$ cat src/rtl/mcu_pkg.sv
// rtl/mcu_pkg.sv - opcode, FSM state and ALU operation encodings for the multi-cycle MCU
package mcu_pkg;

  typedef enum logic [3:0] {
    OP_NOP  = 4'h0,
    OP_ADD  = 4'h1,
    OP_SUB  = 4'h2,
    OP_AND  = 4'h3,
    OP_OR   = 4'h4,
    OP_XOR  = 4'h5,
    OP_SLT  = 4'h6,
    OP_ADDI = 4'h7,
    OP_LW   = 4'h8,
    OP_SW   = 4'h9,
    OP_BEQ  = 4'hA,
    OP_JMP  = 4'hB,
    OP_HALT = 4'hF
  } opcode_e;

  typedef enum logic [2:0] {
    S_FETCH  = 3'd0,
    S_DECODE = 3'd1,
    S_EXEC   = 3'd2,
    S_MEM    = 3'd3,
    S_WB     = 3'd4,
    S_HALT   = 3'd5
  } state_e;

  typedef enum logic [2:0] {
    ALU_ADD = 3'd0,
    ALU_SUB = 3'd1,
    ALU_AND = 3'd2,
    ALU_OR  = 3'd3,
    ALU_XOR = 3'd4,
    ALU_SLT = 3'd5
  } alu_op_e;

  function automatic logic is_r_type(logic [3:0] op);
    return (op >= OP_ADD) && (op <= OP_SLT);
  endfunction

  // ADDI and the LW/SW address calculation both use the adder.
  function automatic alu_op_e alu_op_of(logic [3:0] op);
    case (op)
      OP_SUB:  return ALU_SUB;
      OP_AND:  return ALU_AND;
      OP_OR:   return ALU_OR;
      OP_XOR:  return ALU_XOR;
      OP_SLT:  return ALU_SLT;
      default: return ALU_ADD;
    endcase
  endfunction

endpackage

$ cat src/rtl/mcu_multi_cycle_if.sv
// rtl/mcu_multi_cycle_if.sv - instruction and data memory request/ready bus
interface mcu_multi_cycle_if #(
  parameter int DATA_W = 16,
  parameter int ADDR_W = 16
);
  logic              imem_req;
  logic [ADDR_W-1:0] imem_addr;
  logic [15:0]       imem_rdata;
  logic              imem_ready;
  logic              dmem_req;
  logic              dmem_we;
  logic [ADDR_W-1:0] dmem_addr;
  logic [DATA_W-1:0] dmem_wdata;
  logic [DATA_W-1:0] dmem_rdata;
  logic              dmem_ready;

  modport master (
    output imem_req, imem_addr, input imem_rdata, imem_ready,
    output dmem_req, dmem_we, dmem_addr, dmem_wdata, input dmem_rdata, dmem_ready
  );

  modport slave (
    input imem_req, imem_addr, output imem_rdata, imem_ready,
    input dmem_req, dmem_we, dmem_addr, dmem_wdata, output dmem_rdata, dmem_ready
  );
endinterface

$ cat src/rtl/mcu_alu.sv
// rtl/mcu_alu.sv - combinational ALU: add, sub, and, or, xor, signed set-less-than
module mcu_alu
  import mcu_pkg::*;
#(
  parameter int DATA_W = 16
) (
  input  alu_op_e           op,
  input  logic [DATA_W-1:0] a,
  input  logic [DATA_W-1:0] b,
  output logic [DATA_W-1:0] y
);

  always_comb begin
    y = '0;
    case (op)
      ALU_ADD: y = a + b;
      ALU_SUB: y = a - b;
      ALU_AND: y = a & b;
      ALU_OR:  y = a | b;
      ALU_XOR: y = a ^ b;
      ALU_SLT: y = DATA_W'($signed(a) < $signed(b));
      default: y = '0;
    endcase
  end

endmodule

$ cat src/rtl/mcu_multi_cycle.sv
// rtl/mcu_multi_cycle.sv - multi-cycle 16-bit-instruction MCU: FETCH/DECODE/EXEC/MEM/WB FSM
module mcu_multi_cycle
  import mcu_pkg::*;
#(
  parameter int DATA_W = 16,
  parameter int ADDR_W = 16
) (
  input  logic                clk,
  input  logic                nClear,
  mcu_multi_cycle_if.master   bus,
  output logic [ADDR_W-1:0]   pc,
  output logic [2:0]          state,
  output logic                halted
);

  state_e            state_q, state_d;
  logic [ADDR_W-1:0] pc_q, pc_d, tgt_q, tgt_d;
  logic [15:0]       ir_q, ir_d;
  logic [DATA_W-1:0] a_q, a_d, b_q, b_d, res_q, res_d;
  logic [DATA_W-1:0] rf_q [16];
  logic [DATA_W-1:0] rf_d [16];

  logic [3:0]        op, rd;
  logic signed [3:0] imm_s;
  logic [DATA_W-1:0] imm_d, alu_b, alu_y;
  logic [ADDR_W-1:0] imm_a, pc_inc, jmp_tgt;

  assign op     = ir_q[15:12];
  assign rd     = is_r_type(op) ? ir_q[3:0] : ir_q[7:4];
  assign imm_s  = ir_q[3:0];
  assign imm_d  = DATA_W'(imm_s);
  assign imm_a  = ADDR_W'(imm_s);
  assign pc_inc = pc_q + 1'b1;
  assign alu_b  = is_r_type(op) ? b_q : imm_d;

  // JMP keeps the page bits of PC+1 above bit 11 and takes the low 12 from IR.
  always_comb begin
    for (int i = 0; i < ADDR_W; i++) begin
      jmp_tgt[i] = (i < 12) ? ir_q[i % 12] : pc_inc[i];
    end
  end

  mcu_alu #(.DATA_W(DATA_W)) u_alu (
    .op (alu_op_of(op)),
    .a  (a_q),
    .b  (alu_b),
    .y  (alu_y)
  );

  always_comb begin
    state_d = state_q;
    pc_d    = pc_q;
    tgt_d   = tgt_q;
    ir_d    = ir_q;
    a_d     = a_q;
    b_d     = b_q;
    res_d   = res_q;
    rf_d    = rf_q;
    case (state_q)
      S_FETCH: begin
        if (bus.imem_ready) begin
          ir_d    = bus.imem_rdata;
          state_d = S_DECODE;
        end
      end
      S_DECODE: begin
        a_d     = rf_q[ir_q[11:8]];
        b_d     = rf_q[ir_q[7:4]];
        tgt_d   = pc_inc + imm_a;
        state_d = S_EXEC;
      end
      S_EXEC: begin
        state_d = S_FETCH;
        case (op)
          OP_ADD, OP_SUB, OP_AND, OP_OR, OP_XOR, OP_SLT, OP_ADDI: begin
            res_d   = alu_y;
            state_d = S_WB;
          end
          OP_LW, OP_SW: begin
            res_d   = alu_y;
            state_d = S_MEM;
          end
          OP_BEQ:  pc_d = (a_q == b_q) ? tgt_q : pc_inc;
          OP_JMP:  pc_d = jmp_tgt;
          OP_HALT: state_d = S_HALT;
          default: pc_d = pc_inc;
        endcase
      end
      S_MEM: begin
        if (bus.dmem_ready) begin
          if (op == OP_SW) begin
            pc_d    = pc_inc;
            state_d = S_FETCH;
          end else begin
            res_d   = bus.dmem_rdata;
            state_d = S_WB;
          end
        end
      end
      S_WB: begin
        if (rd != 4'd0) rf_d[rd] = res_q;
        pc_d    = pc_inc;
        state_d = S_FETCH;
      end
      S_HALT:  state_d = S_HALT;
      default: state_d = S_FETCH;
    endcase
  end

  always_ff @(posedge clk or negedge nClear) begin
    if (!nClear) begin
      state_q <= S_FETCH;
      pc_q    <= '0;
      tgt_q   <= '0;
      ir_q    <= '0;
      a_q     <= '0;
      b_q     <= '0;
      res_q   <= '0;
      rf_q    <= '{default: '0};
    end else begin
      state_q <= state_d;
      pc_q    <= pc_d;
      tgt_q   <= tgt_d;
      ir_q    <= ir_d;
      a_q     <= a_d;
      b_q     <= b_d;
      res_q   <= res_d;
      rf_q    <= rf_d;
    end
  end

  // Requests are gated by nClear so an in-flight access drops the moment reset asserts.
  assign bus.imem_req   = nClear && (state_q == S_FETCH);
  assign bus.imem_addr  = pc_q;
  assign bus.dmem_req   = nClear && (state_q == S_MEM);
  assign bus.dmem_we    = bus.dmem_req && (op == OP_SW);
  assign bus.dmem_addr  = res_q[ADDR_W-1:0];
  assign bus.dmem_wdata = b_q;

  assign pc     = pc_q;
  assign state  = state_q;
  assign halted = (state_q == S_HALT);

endmodule

$ cat src/flat_wrapper.sv
// flat-port wrapper written by rule: the top's interface ports become plain ports
module mcu_multi_cycle_flat import mcu_pkg::*;
#(
  parameter int DATA_W = 16,
  parameter int ADDR_W = 16
)
  (clk, nClear, pc, state, halted, bus_imem_req, bus_imem_addr, bus_imem_rdata, bus_imem_ready, bus_dmem_req, bus_dmem_we, bus_dmem_addr, bus_dmem_wdata, bus_dmem_rdata, bus_dmem_ready);
  mcu_multi_cycle_if #(.DATA_W(DATA_W), .ADDR_W(ADDR_W)) bus_i ();
  input  logic clk;
  input  logic nClear;
  output logic [ADDR_W-1:0] pc;
  output logic [2:0] state;
  output logic halted;
  output wire logic [$bits(bus_i.imem_req)-1:0] bus_imem_req;
  output wire logic [$bits(bus_i.imem_addr)-1:0] bus_imem_addr;
  input wire logic [$bits(bus_i.imem_rdata)-1:0] bus_imem_rdata;
  input wire logic [$bits(bus_i.imem_ready)-1:0] bus_imem_ready;
  output wire logic [$bits(bus_i.dmem_req)-1:0] bus_dmem_req;
  output wire logic [$bits(bus_i.dmem_we)-1:0] bus_dmem_we;
  output wire logic [$bits(bus_i.dmem_addr)-1:0] bus_dmem_addr;
  output wire logic [$bits(bus_i.dmem_wdata)-1:0] bus_dmem_wdata;
  input wire logic [$bits(bus_i.dmem_rdata)-1:0] bus_dmem_rdata;
  input wire logic [$bits(bus_i.dmem_ready)-1:0] bus_dmem_ready;
  assign bus_imem_req = bus_i.imem_req;
  assign bus_imem_addr = bus_i.imem_addr;
  assign bus_i.imem_rdata = bus_imem_rdata;
  assign bus_i.imem_ready = bus_imem_ready;
  assign bus_dmem_req = bus_i.dmem_req;
  assign bus_dmem_we = bus_i.dmem_we;
  assign bus_dmem_addr = bus_i.dmem_addr;
  assign bus_dmem_wdata = bus_i.dmem_wdata;
  assign bus_i.dmem_rdata = bus_dmem_rdata;
  assign bus_i.dmem_ready = bus_dmem_ready;
  mcu_multi_cycle #(.DATA_W(DATA_W), .ADDR_W(ADDR_W)) u_core (.clk(clk), .nClear(nClear), .bus(bus_i), .pc(pc), .state(state), .halted(halted));
endmodule
$ cat config.mk
export PLATFORM = sky130hd
export DESIGN_NAME = mcu_multi_cycle_flat
export DESIGN_NICKNAME = d
export VERILOG_FILES = /design/src/rtl/mcu_pkg.sv /design/src/rtl/mcu_multi_cycle_if.sv /design/src/rtl/mcu_alu.sv /design/src/rtl/mcu_multi_cycle.sv /design/src/flat_wrapper.sv
export SDC_FILE = /design/constraint.sdc
export NUM_CORES = 1
export LEC_CHECK = 0
export CAP_MARGIN = 0
export CORE_UTILIZATION = 51
export CTS_CLUSTER_DIAMETER = 60
export CTS_CLUSTER_SIZE = 20
export DETAILED_ROUTE_END_ITERATION = 8
export DONT_BUFFER_PORTS = 1
export PLACE_DENSITY = 0.69
export SETUP_SLACK_MARGIN = 0.05
export SLEW_MARGIN = 10
export SYNTH_ARGS = -nofsm -noshare
export SYNTH_HDL_FRONTEND = slang
export SYNTH_SLANG_ARGS = --single-unit
$ cat constraint.sdc
create_clock -name clk -period 4.16 [get_ports clk]
set_input_delay 0.208 -clock clk [delete_from_list [all_inputs] [get_ports clk]]
set_output_delay 0.208 -clock clk [all_outputs]
set_load 0.005 [all_outputs]
# --- After elaboration in Yosys (flattened, before gate mapping) ---
# Cells that the tools add are included.
totals:
  register_bits: 355
  wordCells: 115
  inputBits: 36
classes:
  n_bitwise: 6
  muxes: 27
  n_lt_le_gt_ge: 7
  addsub: 4
  reduce_logical: 19
  n_eq_ne: 29
ops:
  columns: ["cell", "n"]
  rows:
  - ["$bwmux 256", 1]
  - ["$mux 16", 12]
  - ["$bmux 16 s4", 2]
  - ["$pmux 16 s3", 2]
  - ["$pmux 16 s6", 1]
  - ["$demux 16 s4", 1]
  - ["$add 16x16->16", 2]
  - ["$pmux 16 s2", 1]
  - ["$pmux 3 s5", 2]
  - ["$eq 4x4->1 const B", 5]
  - ["$add 16x1->16 const B", 1]
  - ["$and 16x16->16", 1]
  - ["$eq 16x16->1", 1]
  - ["$eq 4x3->1 const B", 4]
  - ["$lt 16x16->1", 1]
  - ["$or 16x16->16", 1]
  - ["$sub 16x16->16", 1]
  - ["$xor 16x16->16", 1]
  - ["$ge 5x5->1 const B", 3]
  - ["$not 4->5", 3]
  - ["$eq 3x2->1 const B", 4]
  - ["$eq 3x3->1 const B", 4]
  - ["$ne 2x2->1 const B", 5]
  - ["$reduce_or 10->1", 1]
  - ["other kinds (20)", 32]

# --- Logic depth before layout (Yosys ltp) ---
# Gate-level depths: netlist of the first run.
logic_depth:
  ltp_word: 9
  ltp_mapped: 19

# --- By module ---
# A second synthesis of the first run with hierarchy kept.
hier_totals:
  cells_unflattened: 1831
  area_unflattened_um2: 21887.2
modules_own_cells:
  columns: ["module", "instances", "area_each_um2", "cells_per_inst"]
  rows:
  - ["mcu_multi_cycle", 1, 19364.8, 1461]
  - ["mcu_alu", 1, 2522.4, 370]

# --- Least setup slack after synthesis of the first run ---
# Ideal clock, no wire load.
synth_path:
  path_kind: "reg2reg"
  startpoint: "register u_core.ir_q[12]"
  endpoint: "register u_core.res_q[15], in the netlist u_core.bus.dmem_addr[15]"
  setup_slack_ns: 0.128
  setup_time_ns: 0.131
  n_path_buf: 6
  stages_incl_launch_ff: 19
  required_time_ns: 4.029
  t_arrival_ns: 3.900
  synth_period_minus_slack_ns: 4.032
  path_cell_list: "dfrtp_1 > buf_2 > o31a_1 > buf_4 > buf_6 > clkbuf_1 > nor2b_1 > clkbuf_1 > a21o_1 > inv_1 > ha_1 > clkbuf_1 > a21oi_1 > o21bai_1 > a2111o_1 > o21ai_1 > nor2_1 > o31a_1 > or3b_1"
synth_via:
  elab_chain_cells: 7
  word_cells_on_any_way: 32
  classes_between: "add/sub (2); order compare (2); eq/ne (16); mux (5); bitwise (3); reduce/logical (4)"
synth_rtl:
  columns: ["element", "line_no", "source"]
  rows:
  - ["from (decl)", "mcu_multi_cycle.sv:18", "logic [15:0] ir_q, ir_d;"]
  - ["from (signal assigned)", "mcu_multi_cycle.sv:124", "ir_q <= ir_d;"]
  - ["$ge 4x1->1 or $le 4x3->1 (tied branches)", "mcu_pkg.sv:39", "return (op >= OP_ADD) && (op <= OP_SLT);"]
  - ["$logic_and 1x1->1", "mcu_pkg.sv:39", null]
  - ["$mux 16", "mcu_multi_cycle.sv:34", "assign alu_b = is_r_type(op) ? b_q : imm_d;"]
  - ["$sub 16x16->16 (tied with other cells)", "mcu_alu.sv:17", "ALU_SUB: y = a - b;"]
  - ["$pmux 16 s6", "mcu_alu.sv:15", "case (op)"]
  - ["$mux 16", "mcu_multi_cycle.sv:74", "case (op)"]
  - ["$pmux 16 s2", "mcu_multi_cycle.sv:59", "case (state_q)"]
  - ["to (signal assigned)", "mcu_multi_cycle.sv:127", "res_q <= res_d;"]
  - ["to (decl)", "mcu_multi_cycle.sv:19", "logic [DATA_W-1:0] a_q, a_d, b_q, b_d, res_q, res_d;"]
# Several ways; a longest one is shown, not always the timed one. The select of a mux whose other input is x is not followed.
# A chain may end at the register's enable or synchronous reset.

# --- Worst setup path after layout of the first run ---
layout_path:
  startpoint: "register u_core.ir_q[13]"
  endpoint: "register u_core.res_q[15], in the netlist u_core.bus.dmem_addr[15]"
# The elaborated chain is that of the path after synthesis.

==> results of run 1 <==
-- sequential cells by signal, indices dropped and copies added, names as in the netlist --
name	cells
u_core.a_q	16
u_core.bus.dmem_addr	16
u_core.bus.dmem_wdata	16
u_core.bus.imem_addr	16
u_core.ir_q	16
u_core.rf_q	256
u_core.state	3
u_core.tgt_q	16
-- worst max-delay path, stage by stage (launching register included) --
cell and delay [ns]:
dfrtp_1 0.45, buf_4 0.20, o31a_1 0.27, buf_4 0.22, o21ai_0 0.39, inv_1 0.17, ha_1 0.36, a21o_1 0.22
a32oi_1 0.35, a211oi_1 0.18, o21ai_1 0.24, nor2_1 0.07, o31a_1 0.28, or3b_1 0.37
-- path summary, 6_finish.rpt --
| check | from | end | slack [ns] | depth (start not counted) |
|---|---|---|---|---|
| worst max-delay path | u_core.ir_q[13] | u_core.bus.dmem_addr[15] | 0.25 | 13 |
| worst min-delay path | nClear | u_core.bus.imem_addr[12] | -0.69 | 0 |
| worst max register to register | u_core.ir_q[13] | u_core.bus.dmem_addr[15] | 0.25 | 13 |
| worst min register to register | u_core.rf_q[248] | u_core.rf_q[248] | 0.40 | 0 |
| max in group asynchronous | nClear | u_core.rf_q[238] | 3.59 | 0 |
| min in group clk | bus_dmem_rdata[4] | u_core.bus.dmem_addr[4] | 0.06 | 3 |
-- cells by family after synthesis --
family / synth area share [%]
adders and majority gates: 4.29
and+or+nand+nor: 8.86
DFF: 41.2
xor gates and xnor gates: 1.83
buffers and inverters: 4.54
muxes: 30.4
AOI/OAI and AO/OA: 8.85
-- layout make-up --
type                            instances  share of cell area, %
Clock inverter                         19                   1.06
Sequential cell                       355                   38.4
Multi-Input combinational cell       1213                   50.5
Timing Repair Buffer                   75                   2.92
Tap cell                              532                   2.87
Antenna cell                            1                 0.0108
Inverter                               50                  0.809
Clock buffer                           36                   3.51
-- report_power, final --
group | switching, mW | total (mW) | internal [mW] | leakage, nW
Combinational | 4.76 | 9.22 | 4.46 | 5.22
Clock | 1.52 | 3.06 | 1.55 | 0.511
Sequential | 1.84 | 6.49 | 4.65 | 4.77
-- through the flow --
stage	instances	total power, mW
6_report	2281	18.8
3_3_place_gp	2194	15.3
4_1_cts	2280	18.7
3_5_place_dp	2194	15.6
2_1_floorplan	1784	13.1
5_1_grt	2281	19.9
-- layout by cell type, fill, tap and decap left out, types with 41 or more instances in the layout --
| cell | instances |
|---|---|
| dfrtp_1 | 351 |
| nand2_1 | 152 |
| mux4_2 | 160 |
| a21oi_1 | 51 |
| buf_4 | 41 |
| mux2_2 | 253 |
| ha_1 | 69 |
| inv_1 | 50 |
| nor2_1 | 53 |
| o21ai_0 | 92 |
-- repair_timing --
item                                   CTS  global route
endpoints found under the hold margin  387           355
setup buffers                            0             0
gates resized for setup                  0             0
-- layer usage --
metal	track usage (%)	part of all wire, %	up-vias	wire [um]
li1	-	-	6506	-
met1	38.7	43	7796	25200
met2	45.0	48	587	28000
met3	3.30	6.1	129	3590
met4	8.67	3.1	0	1840
met5	0	0	-	0
==> flow_metrics.tcl, run 1 <==
set metrics [dict create \
    status "complete, but fails checks" \
    violations "negative hold slack, max-slew violations" \
    startpoint_type "flip-flop" \
    io_buffers 0 \
    layout_setup_ws_ns 0.254 \
    cp.arrival_ns 4.37 \
    pre_cts_ws_ns 0.322 \
    grt_antenna_before_repair 1 \
    start_util_pct 52.3 \
    drtAntennaViolNets 0 \
    maxSlewViolCount 96 \
    clockRootBuffer "clkbuf_16" \
    power_density_nw_per_um2 809 \
    cts.sinks 355 \
    clkTransAtPathRegs_ns 0.08 \
    cp_max_fo 19 \
    slew_headroom_pct -3.47 \
    synth_top_area_share_pct 41.2 \
    utilization_pct 56.3 \
    grt_max_degree 358 \
    drive_gt1_share_pct 31.4 \
    ir_worst_vdd_uv 433 \
    drt_pass1_iterations 5 \
    row_count 74 \
    core_area_um2 41200 \
    cellLeakagePower_nw 10.5 \
    multiInputGateArea_um2 11700 \
    tightest_slew_ns 1.55 \
    ys_seq_area_share_pct 41.2 \
    die_y_um 208 \
    clk_latency_ns 0.59 \
    synthCells 1784 \
    seqCellArea_um2 8890 \
    clockBufferDepth 3 \
    period_needed_ns 3.91 \
    cts_buffers 30 \
    synth_area_leaders "dfrtp_1 (41%), mux4_2 (17%), mux2_2 (13%)" \
    cts.hold.buffers_added 31 \
    overflow 0 \
    holdCritPathClass "in -> async" \
    finalHoldViolations 355 \
    whs_ns -0.686 \
    placed_area_um2 21800 \
    setup_viol 0 \
    vias_per_cell 6.58 \
    grt_setup_unrepaired "false" \
    ys.warnings.count 0 \
    nets 1833 \
    min_period_over_period_pct 93.9 \
    worstPathRequired_ns 4.62 \
    drc 0 \
    area_growth_pct 7.67 \
    yosysTopAreaCell "dfrtp_1" \
    htreeDepth 1 \
    io_pins 107 \
    synth_area_per_cell_um2 12.1 \
    track_usage_pct 27.6 \
    cp-end-kind "flip-flop" \
    dieArea_um2 43100 \
    synth_cell_type_count 80 \
    tns_ns 0 \
    die_width_um 208 \
    via_count 15000 \
    synth_seq_cells 355 \
    syn_area_um2 21500 \
    grt_pass1_vias 15100 \
    fillers 3269 \
    synth_edf_count 0 \
    criticalPathCategory "reg -> reg" \
    ys_top_cells_by_count "dfrtp_1 (355), mux2_2 (253), mux4_2 (160), nand2_1 (152), clkbuf_1 (100)" \
    tritoncts "built" \
    grt_pass1_wl_um 91600 \
    synth_ff_type "dfrtp_1" \
    clock_skew_ns 0.0169 \
    wl_per_cell_um 25.7 \
    detailedRoute.firstIterationViolations 1511 \
    drv_cap 0 \
    fin_area_um2 23200 \
    syn-num-nets 1892 \
    yosysMostFrequentCell "dfrtp_1" \
    routabilityCongestion 0.941 \
    hpwl_um 37900 \
    wirelength_um 58600 \
    async_flop_share_pct 100 \
    max_freq_ghz 0.256 \
]
(Power assumes the default switching activity.)
==> inputs of run 2 (changes only) <==
CORE_MARGIN = 3   (was unset)
==> flow_metrics.tcl, run 2 (synthesis gave the netlist of run 1 again) <==
set metrics [dict create \
    sw_frac_of_total_pct 43.5 \
    cp-end-kind "flip-flop" \
    seqCellArea_um2 8890 \
    crit_slowest_cell "dfrtp_1" \
    final_common_cell "dfrtp_1" \
    start_util_pct 52.2 \
    grt_antenna_before_repair 0 \
    clock_skew_ns 0.0184 \
    via_count 14900 \
    area_growth_pct 7.60 \
    overflow 0 \
    worstPathRequired_ns 4.63 \
    hpwl_um 38000 \
    track_usage_pct 26.3 \
    drv_cap 0 \
    drc 0 \
    p_clk_share_pct 16.2 \
    tightest_slew_ns 0.976 \
    regMostFlops "u_core.rf_q" \
    clockRootBuffer "clkbuf_16" \
    internal_power_mw 10.6 \
    cpMostUsedCell "o31a_1" \
    r2r_setup_slack_ns 0.38 \
    min_period_over_period_pct 90.8 \
    fillers 3344 \
    layout_common_cells "dfrtp_1 (351), mux2_2 (253), mux4_2 (160)" \
    finalHoldViolations 355 \
    io_pins 107 \
    nets 1834 \
    wl_per_cell_um 25.8 \
    ir_worst_vdd_uv 481 \
    slew_headroom_pct 34.9 \
    crit_path_cell_trace "o31a_1 -> buf_4 -> o21ai_0 -> inv_1 -> ha_1 -> a21o_1 -> a32oi_1 -> a211oi_1 -> o21ai_1 -> nor2_1 -> o31a_1 -> or3b_1" \
    status "complete, but fails checks" \
    layout_setup_ws_ns 0.384 \
    criticalPathCategory "reg -> reg" \
    vias_per_cell 6.55 \
    maxSlewViolCount 0 \
    grt_setup_unrepaired "false" \
    pre_cts_ws_ns 0.441 \
    wirelength_um 58800 \
    power_frac_comb_pct 49.6 \
    grt_max_degree 358 \
    clockBufferDepth 3 \
    period_needed_ns 3.78 \
    dieArea_um2 44700 \
    multiInputGateArea_um2 11700 \
    r2r_start "u_core.ir_q[14]" \
    cts.hold.buffers_added 32 \
    detailedRoute.firstIterationViolations 1632 \
    tritoncts "built" \
    row_count 74 \
    violations "negative hold slack" \
    max_freq_ghz 0.265 \
    cts_buffers 31 \
    finalNonFillerCells 2283 \
    drtAntennaViolNets 0 \
    io_buffers 0 \
    largest_reg_flops 256 \
    p_seq_share_pct 34.2 \
    htreeDepth 1 \
    drive_gt1_share_pct 31.5 \
    tns_ns 0 \
    clkTransAtPathRegs_ns 0.08 \
    utilization_pct 56.1 \
    worst_r2r_path_depth 12 \
    power_density_nw_per_um2 808 \
    whs_ns -0.707 \
    grt_pass1_wl_um 90400 \
    clk_latency_ns 0.61 \
    cpPeakStageDelay_ns 0.45 \
    cts_resized 0 \
    endpoint "u_core.bus.dmem_addr[15]" \
    drt_pass1_iterations 6 \
    setup_viol 0 \
    switchingPower_mw 8.14 \
    cellLeakagePower_nw 10.5 \
    routabilityCongestion 0.968 \
    die_width_um 212 \
    grt_pass1_vias 15100 \
    startpoint_type "flip-flop" \
    holdCritPathClass "in -> async" \
    die_y_um 212 \
    core_area_um2 41300 \
    critPathLaunch "u_core.ir_q[14]" \
    placed_cells 2193 \
    cts.sinks 355 \
    cp_max_fo 19 \
    reg2reg_to "u_core.bus.dmem_addr[15]" \
    cp.arrival_ns 4.24 \
]
-- run 2: area by class of cell --
cell class	count	share of cell area (%)
tap	532	2.87
inverter	50	0.810
clock buffer	33	3.47
clock inverter	24	1.09
multi-input combinational	1213	50.5
antenna	1	0.0108
sequential	355	38.4
timing repair buffer	75	2.88
-- run 2: power groups by stage --
stage / clock network, mW / registers (mW) / logic [mW]
after floorplan: 0 / 5.46 / 7.59
after global placement: 0 / 6.33 / 8.94
after detailed placement: 0 / 6.44 / 9.11
after CTS: 3.09 / 6.38 / 9.19
after global routing: 3.23 / 6.61 / 10.0
final: 3.04 / 6.40 / 9.28
-- run 2: timing repair --
| item | CTS | global route |
|---|---|---|
| setup buffers | 0 | 0 |
| endpoints found under the hold margin | 388 | 355 |
| setup endpoints to repair | 0 | 0 |
-- run 2: stage by stage --
| stage | power [mW] | area [um^2] |
|---|---|---|
| finish | 18.7 | 23200 |
| detailed placement | 15.6 | 21800 |
| global route | 19.9 | 23200 |
| floorplan | 13.1 | 21500 |
| CTS | 18.7 | 23200 |
| global placement | 15.3 | 21800 |
-- run 2: layer usage --
metal | GRT usage (%) | part of all wire (%) | vias up
met5 | 0 | 0 | -
met3 | 3.60 | 7.0 | 114
met1 | 37.3 | 42 | 7742
li1 | - | - | 6499
met2 | 43.0 | 48 | 593
met4 | 7.25 | 2.7 | 0
-- run 2: how the worst min path moves through the flow --
stage          cells after the start   start                  endpoint
2_1_floorplan                      0  nClear             u_core.a_q[0]
3_3_place_gp                       0  nClear  u_core.bus.imem_addr[14]
3_5_place_dp                       0  nClear  u_core.bus.imem_addr[14]
4_1_cts                            0  nClear  u_core.bus.imem_addr[14]
5_1_grt                            0  nClear          u_core.tgt_q[14]
6_report                           0  nClear          u_core.tgt_q[14]
-- run 2: worst max-delay path: cells and delay by family, from the launching register on --
kind	cells	cell delay, ns
compound gates	7	1.99
fa+ha+maj	1	0.35
buf+inv	2	0.40
flops	1	0.45
simple gates	2	0.44
